`src/rtl/rice_core_pkg.sv`:
```
// Shared types and limits for the rice core front-end hazard controller.
package rice_core_pkg;

    // Sequencing states of the hazard controller; encodings are visible on the debug port.
    typedef enum logic [1:0] {
        HAZ_STARTUP  = 2'd0,
        HAZ_RUN      = 2'd1,
        HAZ_MEM_WAIT = 2'd2,
        HAZ_REDIRECT = 2'd3
    } rice_core_hazard_state;

    // Architectural register index (x0..x31).
    typedef logic [4:0] rice_core_reg_index;

    localparam int RICE_CORE_HAZARD_FLUSH_CYCLES_MAX   = 7;
    localparam int RICE_CORE_HAZARD_STARTUP_CYCLES_MAX = 15;

    // True when a producer writing rd feeds a consumer reading rs; x0 never matches.
    function automatic logic rice_core_reg_match(input rice_core_reg_index rd,
                                                 input rice_core_reg_index rs);
        return (rd != 5'd0) && (rd == rs);
    endfunction

endpackage

```
`src/rtl/rice_core_hazard_controller_if.sv`:
```
// Bundle of pipeline status inputs and stall/bubble/flush controls for the hazard controller.
// master: the pipeline side that reports stage contents; slave: the hazard controller.
interface rice_core_hazard_controller_if;
    import rice_core_pkg::*;

    logic               i_enable;
    logic               i_if_valid;
    rice_core_reg_index i_if_rs1;
    rice_core_reg_index i_if_rs2;
    logic               i_if_csr;
    logic               i_id_valid;
    rice_core_reg_index i_id_rd;
    logic               i_id_load;
    logic               i_ex_valid;
    rice_core_reg_index i_ex_rd;
    logic               i_ex_load;
    logic               i_ex_redirect;
    logic               i_mem_busy;
    logic               o_stall;
    logic               o_bubble;
    logic               o_flush;
    logic [1:0]         o_state;

    modport master (
        output i_enable, i_if_valid, i_if_rs1, i_if_rs2, i_if_csr,
               i_id_valid, i_id_rd, i_id_load,
               i_ex_valid, i_ex_rd, i_ex_load, i_ex_redirect, i_mem_busy,
        input  o_stall, o_bubble, o_flush, o_state
    );

    modport slave (
        input  i_enable, i_if_valid, i_if_rs1, i_if_rs2, i_if_csr,
               i_id_valid, i_id_rd, i_id_load,
               i_ex_valid, i_ex_rd, i_ex_load, i_ex_redirect, i_mem_busy,
        output o_stall, o_bubble, o_flush, o_state
    );

endinterface

```
`src/rtl/rice_core_raw_checker.sv`:
```
// Combinational RAW detector: does the IF instruction read a register that ID or EX will write?
module rice_core_raw_checker
    import rice_core_pkg::*;
(
    input  rice_core_reg_index rs1,
    input  rice_core_reg_index rs2,
    input  logic               id_valid,
    input  rice_core_reg_index id_rd,
    input  logic               ex_valid,
    input  rice_core_reg_index ex_rd,
    output logic               hit_id,
    output logic               hit_ex
);

    // A valid producer hits when its destination matches either source (x0 excluded).
    always_comb begin
        hit_id = id_valid & (rice_core_reg_match(id_rd, rs1) | rice_core_reg_match(id_rd, rs2));
        hit_ex = ex_valid & (rice_core_reg_match(ex_rd, rs1) | rice_core_reg_match(ex_rd, rs2));
    end

endmodule

```
`src/rtl/rice_core_hazard_controller.sv`:
```
// Front-end sequencing controller for the rice core (IF -> ID -> EX).
// Generates stall/bubble/flush for IF and ID from RAW hazards, CSR serialisation,
// redirect flushes, data-memory waits and the post-reset start-up hold.
// Optional build macro RICE_CORE_HAZARD_PERF_EN adds saturating stall/flush counters.
module rice_core_hazard_controller
    import rice_core_pkg::*;
#(
    parameter int FORWARDING     = 1,
    parameter int FLUSH_CYCLES   = 2,
    parameter int STARTUP_CYCLES = 4
) (
    input  logic                       i_clk,
    input  logic                       i_rst,
    rice_core_hazard_controller_if.slave bus
`ifdef RICE_CORE_HAZARD_PERF_EN
    ,
    output logic [31:0]                o_stall_cycles,
    output logic [31:0]                o_flush_events
`endif
);

    localparam logic [3:0] STARTUP_LOAD = 4'(STARTUP_CYCLES - 1);
    localparam logic [3:0] FLUSH_LOAD   = (FLUSH_CYCLES > 1) ? 4'(FLUSH_CYCLES - 2) : 4'd0;

    rice_core_hazard_state state;
    logic [3:0]            count;

    logic hit_id;
    logic hit_ex;
    logic interlock;
    logic csr_drain;

    logic                  run_stall;
    logic                  run_bubble;
    logic                  run_flush;
    logic                  run_redirect;
    rice_core_hazard_state run_next;

    logic stall;
    logic bubble;
    logic flush;

    rice_core_raw_checker u_raw_checker (
        .rs1      (bus.i_if_rs1),
        .rs2      (bus.i_if_rs2),
        .id_valid (bus.i_id_valid),
        .id_rd    (bus.i_id_rd),
        .ex_valid (bus.i_ex_valid),
        .ex_rd    (bus.i_ex_rd),
        .hit_id   (hit_id),
        .hit_ex   (hit_ex)
    );

    // With forwarding only a load in ID cannot be bypassed in time; without it any producer blocks.
    assign interlock = (FORWARDING != 0) ? (hit_id & bus.i_id_load) : (hit_id | hit_ex);
    assign csr_drain = bus.i_if_valid & bus.i_if_csr & (bus.i_id_valid | bus.i_ex_valid);

    // Prioritised RUN-state decision, also reused on the cycle memory releases MEM_WAIT.
    always_comb begin
        run_stall    = 1'b0;
        run_bubble   = 1'b0;
        run_flush    = 1'b0;
        run_redirect = 1'b0;
        run_next     = HAZ_RUN;
        if (!bus.i_enable) begin
            run_stall  = 1'b1;
            run_bubble = 1'b1;
        end else if (bus.i_mem_busy) begin
            run_stall = 1'b1;
            run_next  = HAZ_MEM_WAIT;
        end else if (bus.i_ex_redirect) begin
            run_flush    = 1'b1;
            run_redirect = 1'b1;
            if (FLUSH_CYCLES > 1) begin
                run_next = HAZ_REDIRECT;
            end
        end else if (csr_drain) begin
            run_stall  = 1'b1;
            run_bubble = 1'b1;
        end else if (interlock & bus.i_if_valid) begin
            run_stall  = 1'b1;
            run_bubble = 1'b1;
        end
    end

    // Map the current state to the stage controls driven this cycle.
    always_comb begin
        stall  = 1'b0;
        bubble = 1'b0;
        flush  = 1'b0;
        case (state)
            HAZ_STARTUP: begin
                stall  = 1'b1;
                bubble = 1'b1;
            end
            HAZ_RUN: begin
                stall  = run_stall;
                bubble = run_bubble;
                flush  = run_flush;
            end
            HAZ_MEM_WAIT: begin
                if (bus.i_mem_busy) begin
                    stall = 1'b1;
                end else begin
                    stall  = run_stall;
                    bubble = run_bubble;
                    flush  = run_flush;
                end
            end
            HAZ_REDIRECT: begin
                flush = 1'b1;
            end
            default: begin
                stall  = 1'b1;
                bubble = 1'b1;
            end
        endcase
    end

    assign bus.o_stall  = stall;
    assign bus.o_bubble = bubble;
    assign bus.o_flush  = flush;
    assign bus.o_state  = state;

    // Sequencing FSM: start-up hold, run, memory wait and multi-cycle redirect flush.
    always_ff @(posedge i_clk) begin
        if (i_rst) begin
            state <= HAZ_STARTUP;
            count <= STARTUP_LOAD;
        end else begin
            case (state)
                HAZ_STARTUP: begin
                    if (bus.i_enable) begin
                        if (count == 4'd0) begin
                            state <= HAZ_RUN;
                        end else begin
                            count <= count - 4'd1;
                        end
                    end
                end
                HAZ_RUN: begin
                    state <= run_next;
                    if (run_redirect) begin
                        count <= FLUSH_LOAD;
                    end
                end
                HAZ_MEM_WAIT: begin
                    if (!bus.i_mem_busy) begin
                        state <= run_next;
                        if (run_redirect) begin
                            count <= FLUSH_LOAD;
                        end
                    end
                end
                HAZ_REDIRECT: begin
                    if (bus.i_ex_redirect) begin
                        count <= FLUSH_LOAD;
                    end else if (count == 4'd0) begin
                        state <= HAZ_RUN;
                    end else begin
                        count <= count - 4'd1;
                    end
                end
                default: begin
                    state <= HAZ_STARTUP;
                    count <= STARTUP_LOAD;
                end
            endcase
        end
    end

`ifdef RICE_CORE_HAZARD_PERF_EN
    logic stall_event;
    logic flush_event;

    assign stall_event = stall & (state != HAZ_STARTUP);
    assign flush_event = ((state != HAZ_REDIRECT) & flush) |
                         ((state == HAZ_REDIRECT) & bus.i_ex_redirect);

    // Saturating performance counters for stall cycles and flush sequences.
    always_ff @(posedge i_clk) begin
        if (i_rst) begin
            o_stall_cycles <= 32'd0;
            o_flush_events <= 32'd0;
        end else begin
            if (stall_event && (o_stall_cycles != 32'hFFFF_FFFF)) begin
                o_stall_cycles <= o_stall_cycles + 32'd1;
            end
            if (flush_event && (o_flush_events != 32'hFFFF_FFFF)) begin
                o_flush_events <= o_flush_events + 32'd1;
            end
        end
    end
`endif

endmodule

```
`src/flat_wrapper.sv`:
```
// flat-port wrapper written by rule: the top's interface ports become plain ports
module rice_core_hazard_controller_flat import rice_core_pkg::*;
#(
    parameter int FORWARDING     = 1,
    parameter int FLUSH_CYCLES   = 2,
    parameter int STARTUP_CYCLES = 4
)
  (i_clk, i_rst, bus_i_enable, bus_i_if_valid, bus_i_if_rs1, bus_i_if_rs2, bus_i_if_csr, bus_i_id_valid, bus_i_id_rd, bus_i_id_load, bus_i_ex_valid, bus_i_ex_rd, bus_i_ex_load, bus_i_ex_redirect, bus_i_mem_busy, bus_o_stall, bus_o_bubble, bus_o_flush, bus_o_state);
  rice_core_hazard_controller_if bus_i ();
  input  logic i_clk;
  input  logic i_rst;
  input wire logic [$bits(bus_i.i_enable)-1:0] bus_i_enable;
  input wire logic [$bits(bus_i.i_if_valid)-1:0] bus_i_if_valid;
  input wire logic [$bits(bus_i.i_if_rs1)-1:0] bus_i_if_rs1;
  input wire logic [$bits(bus_i.i_if_rs2)-1:0] bus_i_if_rs2;
  input wire logic [$bits(bus_i.i_if_csr)-1:0] bus_i_if_csr;
  input wire logic [$bits(bus_i.i_id_valid)-1:0] bus_i_id_valid;
  input wire logic [$bits(bus_i.i_id_rd)-1:0] bus_i_id_rd;
  input wire logic [$bits(bus_i.i_id_load)-1:0] bus_i_id_load;
  input wire logic [$bits(bus_i.i_ex_valid)-1:0] bus_i_ex_valid;
  input wire logic [$bits(bus_i.i_ex_rd)-1:0] bus_i_ex_rd;
  input wire logic [$bits(bus_i.i_ex_load)-1:0] bus_i_ex_load;
  input wire logic [$bits(bus_i.i_ex_redirect)-1:0] bus_i_ex_redirect;
  input wire logic [$bits(bus_i.i_mem_busy)-1:0] bus_i_mem_busy;
  output wire logic [$bits(bus_i.o_stall)-1:0] bus_o_stall;
  output wire logic [$bits(bus_i.o_bubble)-1:0] bus_o_bubble;
  output wire logic [$bits(bus_i.o_flush)-1:0] bus_o_flush;
  output wire logic [$bits(bus_i.o_state)-1:0] bus_o_state;
  assign bus_i.i_enable = bus_i_enable;
  assign bus_i.i_if_valid = bus_i_if_valid;
  assign bus_i.i_if_rs1 = bus_i_if_rs1;
  assign bus_i.i_if_rs2 = bus_i_if_rs2;
  assign bus_i.i_if_csr = bus_i_if_csr;
  assign bus_i.i_id_valid = bus_i_id_valid;
  assign bus_i.i_id_rd = bus_i_id_rd;
  assign bus_i.i_id_load = bus_i_id_load;
  assign bus_i.i_ex_valid = bus_i_ex_valid;
  assign bus_i.i_ex_rd = bus_i_ex_rd;
  assign bus_i.i_ex_load = bus_i_ex_load;
  assign bus_i.i_ex_redirect = bus_i_ex_redirect;
  assign bus_i.i_mem_busy = bus_i_mem_busy;
  assign bus_o_stall = bus_i.o_stall;
  assign bus_o_bubble = bus_i.o_bubble;
  assign bus_o_flush = bus_i.o_flush;
  assign bus_o_state = bus_i.o_state;
  rice_core_hazard_controller #(.FORWARDING(FORWARDING), .FLUSH_CYCLES(FLUSH_CYCLES), .STARTUP_CYCLES(STARTUP_CYCLES)) u_core (.i_clk(i_clk), .i_rst(i_rst), .bus(bus_i));
endmodule
```
`config.mk`:
```
export PLATFORM = sky130hd
export DESIGN_NAME = rice_core_hazard_controller_flat
export DESIGN_NICKNAME = d
export VERILOG_FILES = /design/src/rtl/rice_core_pkg.sv /design/src/rtl/rice_core_hazard_controller_if.sv /design/src/rtl/rice_core_raw_checker.sv /design/src/rtl/rice_core_hazard_controller.sv /design/src/flat_wrapper.sv
export SDC_FILE = /design/constraint.sdc
export NUM_CORES = 1
export LEC_CHECK = 0
export CELL_PAD_IN_SITES_DETAIL_PLACEMENT = 1
export CELL_PAD_IN_SITES_GLOBAL_PLACEMENT = 2
export CORE_AREA = 2 2 50 52
export DETAILED_ROUTE_END_ITERATION = 6
export DIE_AREA = 0 0 52 54
export DONT_BUFFER_PORTS = 1
export PLACE_DENSITY_LB_ADDON = 0.25
export SYNTH_ARGS = -nofsm -noshare
export SYNTH_HDL_FRONTEND = slang
export SYNTH_SLANG_ARGS = --single-unit
```
`constraint.sdc`:
```
create_clock -name i_clk -period 2 [get_ports i_clk]
set_input_delay 0.3 -clock i_clk [delete_from_list [all_inputs] [get_ports i_clk]]
set_output_delay 0.3 -clock i_clk [all_outputs]
set_load 0.05 [all_outputs]
```
Word level (Yosys, flattened, before mapping)
Cells that the tools add are included.
{"block": "totals", "input_bits": 31, "register_bits": 6, "wordCells": 55, "out_inout_bits": 5}
{"block": "op_classes", "n_reduce_logical": 7, "n_bitwise": 7, "eq_ne": 8, "n_addsub": 1, "mux": 30}
{"operator": "$mux 4", "count": 5}
{"operator": "$pmux 4 s4", "count": 1}
{"operator": "$mux 2", "count": 7}
{"operator": "$mux 1", "count": 13}
{"operator": "$eq 5x5->1", "count": 2}
{"operator": "$pmux 1 s3", "count": 3}
{"operator": "$pmux 2 s4", "count": 1}
{"operator": "$ne 2x2->1 const B", "count": 3}
{"operator": "$and 1x1->1", "count": 5}
{"operator": "$reduce_bool 5->1", "count": 1}
{"operator": "$eq 2x2->1 const B", "count": 2}
{"operator": "$logic_not 4->1", "count": 1}
{"operator": "$sub 4x1->4 const B", "count": 1}
{"operator": "$reduce_and 3->1", "count": 1}
{"operator": "$eq 2x1->1 const B", "count": 1}
{"operator": "$logic_and 1x1->1", "count": 2}
{"operator": "$logic_not 2->1", "count": 1}
{"operator": "$or 1x1->1", "count": 2}
{"operator": "$reduce_and 2->1", "count": 1}

Longest topological paths before layout
{"block": "logic_depth", "ltp_word": 13, "depth_mapped": 6, "depth_no_buf": 6}

Hierarchy
A second synthesis with hierarchy kept.
{"block": "unflattened", "hier_cells": 98, "area_unflattened_um2": 768.2}
{"mod": "rice_core_hazard_controller", "seq_area_each_um2": 120.1, "instances": 1, "area_each_um2": 518.0, "cells_per_inst": 64}
{"mod": "rice_core_raw_checker", "seq_area_each_um2": 0.0, "instances": 1, "area_each_um2": 250.2, "cells_per_inst": 34}

Least setup slack after synthesis
OpenSTA, ideal clock, no wires.
{"block": "synth_path", "kind": "register to output", "startpoint": "register u_core.state[1], in the netlist u_core.bus.o_state[1]", "endpoint": "output port bus_o_stall", "n_path_buf": 0, "path_stages_with_launch": 6, "slack_ns": -0.606, "arrival_ns": 2.306, "required_time_ns": 1.700, "cell_sequence": "dfxtp_1 ha_1 nor3_1 nor2_1 nand2_1 o21ai_0"}
{"block": "synth_between", "elab_chain_cells": 2, "elab_cells_between_ends": 4, "classes_between": "eq/ne (2); mux (1); reduce/logical (1)"}
{"element": "start, declared", "line": "rice_core_hazard_controller.sv:25", "source": "rice_core_hazard_state state;"}
{"element": "start signal, assigned", "line": "rice_core_hazard_controller.sv:142", "source": "state <= run_next;"}
{"element": "start signal, assigned", "line": "rice_core_hazard_controller.sv:149", "source": "state <= run_next;"}
{"element": "$eq 2x2->1, or another cell as far along", "line": "rice_core_hazard_controller.sv:91", "source": "case (state)"}
{"element": "$pmux 1 s3 (*)", "line": "rice_core_hazard_controller.sv:91"}
{"element": "end, declared", "line": "flat_wrapper.sv:25", "source": "output wire logic [$bits(bus_i.o_stall)-1:0] bus_o_stall;"}
Every way passes the cells marked *; elsewhere a longest branch is shown, timed or not.

Final worst setup path
{"block": "layout_path", "startpoint": "register u_core.state[0], in the netlist u_core.bus.o_state[0]", "endpoint": "output port bus_o_bubble"}
{"block": "layout_between", "elab_chain_cells": 2, "elab_cells_between_ends": 4, "classes_between": "eq/ne (2); mux (1); reduce/logical (1)"}
{"element": "$eq 2x2->1, or another cell as far along", "line": "rice_core_hazard_controller.sv:91"}
{"element": "$pmux 1 s3 (*)", "line": "rice_core_hazard_controller.sv:91"}
{"element": "end, declared", "line": "flat_wrapper.sv:26", "source": "output wire logic [$bits(bus_i.o_bubble)-1:0] bus_o_bubble;"}
Marks and branches as above.

==> results.cfg <==
[outcome]
status = completed

[layout]
drive_gt1_frac = 0.2680
nNetsFinal = 136
syn2layout_area_growth_pct = 26.07
nFillCells = 284
antenna_cells = 0
final_area_um2 = 847.1
final_core_util = 0.3652

[cts]
cts_buffers = 3
cts_num_sinks = 6
cts_max_level = 1
clock_path_buffers = 2
cts_hold_buf = 0
root_buffer = clkbuf_4
clk_latency_ns = 0.24
cts.clk_slew.worst_paths_ns = 0.05
cts_tree = built

[worst_setup_path]
reg2regPathDepth = 7
cp.arrival_ns = 1.66
crit_required_ns = 1.70
critical_path_class = reg -> out
cp-start-kind = register
timing.rr.start = u_core.bus.o_state[0]$_SDFFE_PP0P_
ff2ff_setup_slack_ns = 0.28
r2r_end = u_core.count[0]$_SDFFE_PP1P_
critPathCaptureType = output pin
cp_max_fo = 4

[timing]
setup_violations = 0
report.final.slew_viol_count = 0
finalCritPeriodShare = 0.9786
relSlewSlack = 0.7270
clock_skew_ns = 0.007758
finalHoldViolations = 0
worst_hold_slack_ns = 0.1186
period_minus_slack_ns = 1.957
postLayoutSetupSlackWorst_ns = 0.04278
fmax_mhz = 510.9
tightest_slew_ns = 0.4095

[synthesis]
netlist_area_um2 = 671.9
avgSynthCellArea_um2 = 7.723
synth-seq-cells = 6
yosysWarnings = 0
seq_area_frac_synth = 0.1788
synthCells = 87
synth_area_leader_cell = dfxtp_1
synth_nets = 124
yosys-top-cells-area = dfxtp_1 18%, xor2_1 13%, ha_1 11%
synthDistinctLibCells = 29
netlist.area_leader.share = 0.1788

[place]
gp_congestion = 0.6981
port_buffers = 0
dp.final_hpwl_um = 1510
post_dp_cell_area_um2 = 792.0
place_ws_ns = 0.2030

[power_and_ir_drop]
p_sw_mw = 0.6496
switching_share = 0.4955
powerDensity_nw_per_um2 = 1548
power_frac_clock = 0.085
p_seq_frac = 0.141
p_comb_frac = 0.774
static-leakage-power_nw = 0.3439
p_int_mw = 0.6615
ir_drop_mv = 1.093

[drt]
drtIter0Drc = 6
routed_wl_um = 1924
vias = 678
drc_errors = 0
ant_nets = 0
via_per_inst = 5.339
wl_per_cell_um = 15.15
firstDrtPassIters = 3

[hold_path]
hp-class = in -> reg
holdPathEnd = u_core.count[2]$_SDFFE_PP0P_
whs_path_depth = 1
min_from = i_rst

[flow_run]
maxCapViolations = 0

[die]
dieWidth_um = 52
die_h_um = 54
dieArea_um2 = 2808
num_rows = 18
start_util = 0.2896
ios = 36
coreArea_um2 = 2320

[global_routing]
grt_max_degree = 9
grt_pass1_wl_um = 2939
grt_util_all_layers = 0.1395
grt_pass1_vias = 732
grt_antenna_before_repair = 0
grt_overflow = 0
==> synthesized netlist by cell type <==
cell	count
a2bb2oi_1	1
nor2_1	7
o221ai_2	1
and2_4	1
ha_1	6
dfxtp_1	6
o2111ai_1	2
a211o_1	2
a21o_1	1
a21oi_1	8
or3_1	1
nor4_1	2
nand2_1	5
xor2_1	10
nand2b_1	1
and4_1	1
nor3b_2	1
nor3_1	5
o221ai_1	1
o21ai_2	1
and2b_1	1
nand2b_4	1
nor2b_1	1
inv_1	9
a221oi_1	1
a22oi_1	1
nand3b_1	2
o21ai_0	6
nand4b_1	2
==> stage by stage <==
stage | TNS (ns) | power, mW | std cells
5_1_grt | -0.07900 | 1.416 | 127
3_5_place_dp | 0 | 1.140 | 124
2_1_floorplan | -0.02067 | 0.8488 | 87
6_report | 0 | 1.311 | 127
4_1_cts | 0 | 1.276 | 127
3_3_place_gp | 0 | 1.117 | 124
==> what timing repair did <==
action,CTS,global route
endpoints found under the setup margin,1,2
resized for setup,2,7
setup buffers,0,0
pin swaps,1,0
==> how the worst max path moves through the flow <==
stage               cells after the start                                from  slack (ns)           end
floorplan                               5  u_core.bus.o_state[1]$_SDFFE_PP0P_       -0.02   bus_o_stall
global placement                        7  u_core.bus.o_state[0]$_SDFFE_PP0P_        0.23  bus_o_bubble
detailed placement                      7  u_core.bus.o_state[0]$_SDFFE_PP0P_        0.20  bus_o_bubble
CTS                                     6  u_core.bus.o_state[0]$_SDFFE_PP0P_        0.03  bus_o_bubble
global route                            7  u_core.bus.o_state[0]$_SDFFE_PP0P_       -0.07  bus_o_bubble
finish                                  7  u_core.bus.o_state[0]$_SDFFE_PP0P_        0.04  bus_o_bubble
==> critical path, stage by stage, from the launching register on <==
cell       delay [ns]
dfxtp_2          0.31
inv_1            0.12
ha_1             0.18
nor2b_1          0.20
a2bb2oi_2        0.18
o221ai_2         0.13
a21oi_4          0.15
buf_12           0.15
==> power groups by stage <==
stage | clock, mW | combinational [mW] | sequential [mW]
after global routing | 0.124 | 1.10 | 0.191
final | 0.112 | 1.02 | 0.185
after global placement | 0 | 0.933 | 0.185
after detailed placement | 0 | 0.953 | 0.188
after CTS | 0.118 | 0.972 | 0.185
after floorplan | 0 | 0.608 | 0.241
==> cell usage in the layout, fill, tap and decap left out, drive strengths merged, types with 3 or more instances in the layout <==
cell,n
a21oi,8
buf,7
clkbuf,3
dfxtp,6
ha,6
inv,9
nand2,5
nor2,7
nor3,5
o21ai,7
xor2,10
==> kinds of logic after synthesis <==
family	count (synthesis)	synth area share
xor gates and xnor gates	10	0.1303
adders and majority gates	6	0.1117
DFF	6	0.1788
AOI/OAI and AO/OA	25	0.2533
and+or+nand+nor	31	0.2756
buffers and inverters	9	0.05028
==> sequential cells by signal, summed over array words and instances (netlist names) <==
| signal | flops |
|---|---|
| u_core.count | 4 |
| u_core.bus.o_state | 2 |
==> metal layers <==
metal,up-vias,wire [µm],GRT usage
met5,-,0,0
met4,0,7,0.07018
met3,2,145,0.03333
met2,24,955,0.2595
met1,318,816,0.1459
li1,334,-,-
==> cell type report <==
cell class	count	area (µm²)	area share
Tap cell	30	37.54	0.04431
Timing Repair Buffer	7	68.82	0.08124
Clock buffer	3	22.52	0.02659
Multi-Input combinational cell	72	561.8	0.6632
Sequential cell	6	122.6	0.1448
Inverter	9	33.78	0.03988
(Power assumes the default switching activity.)
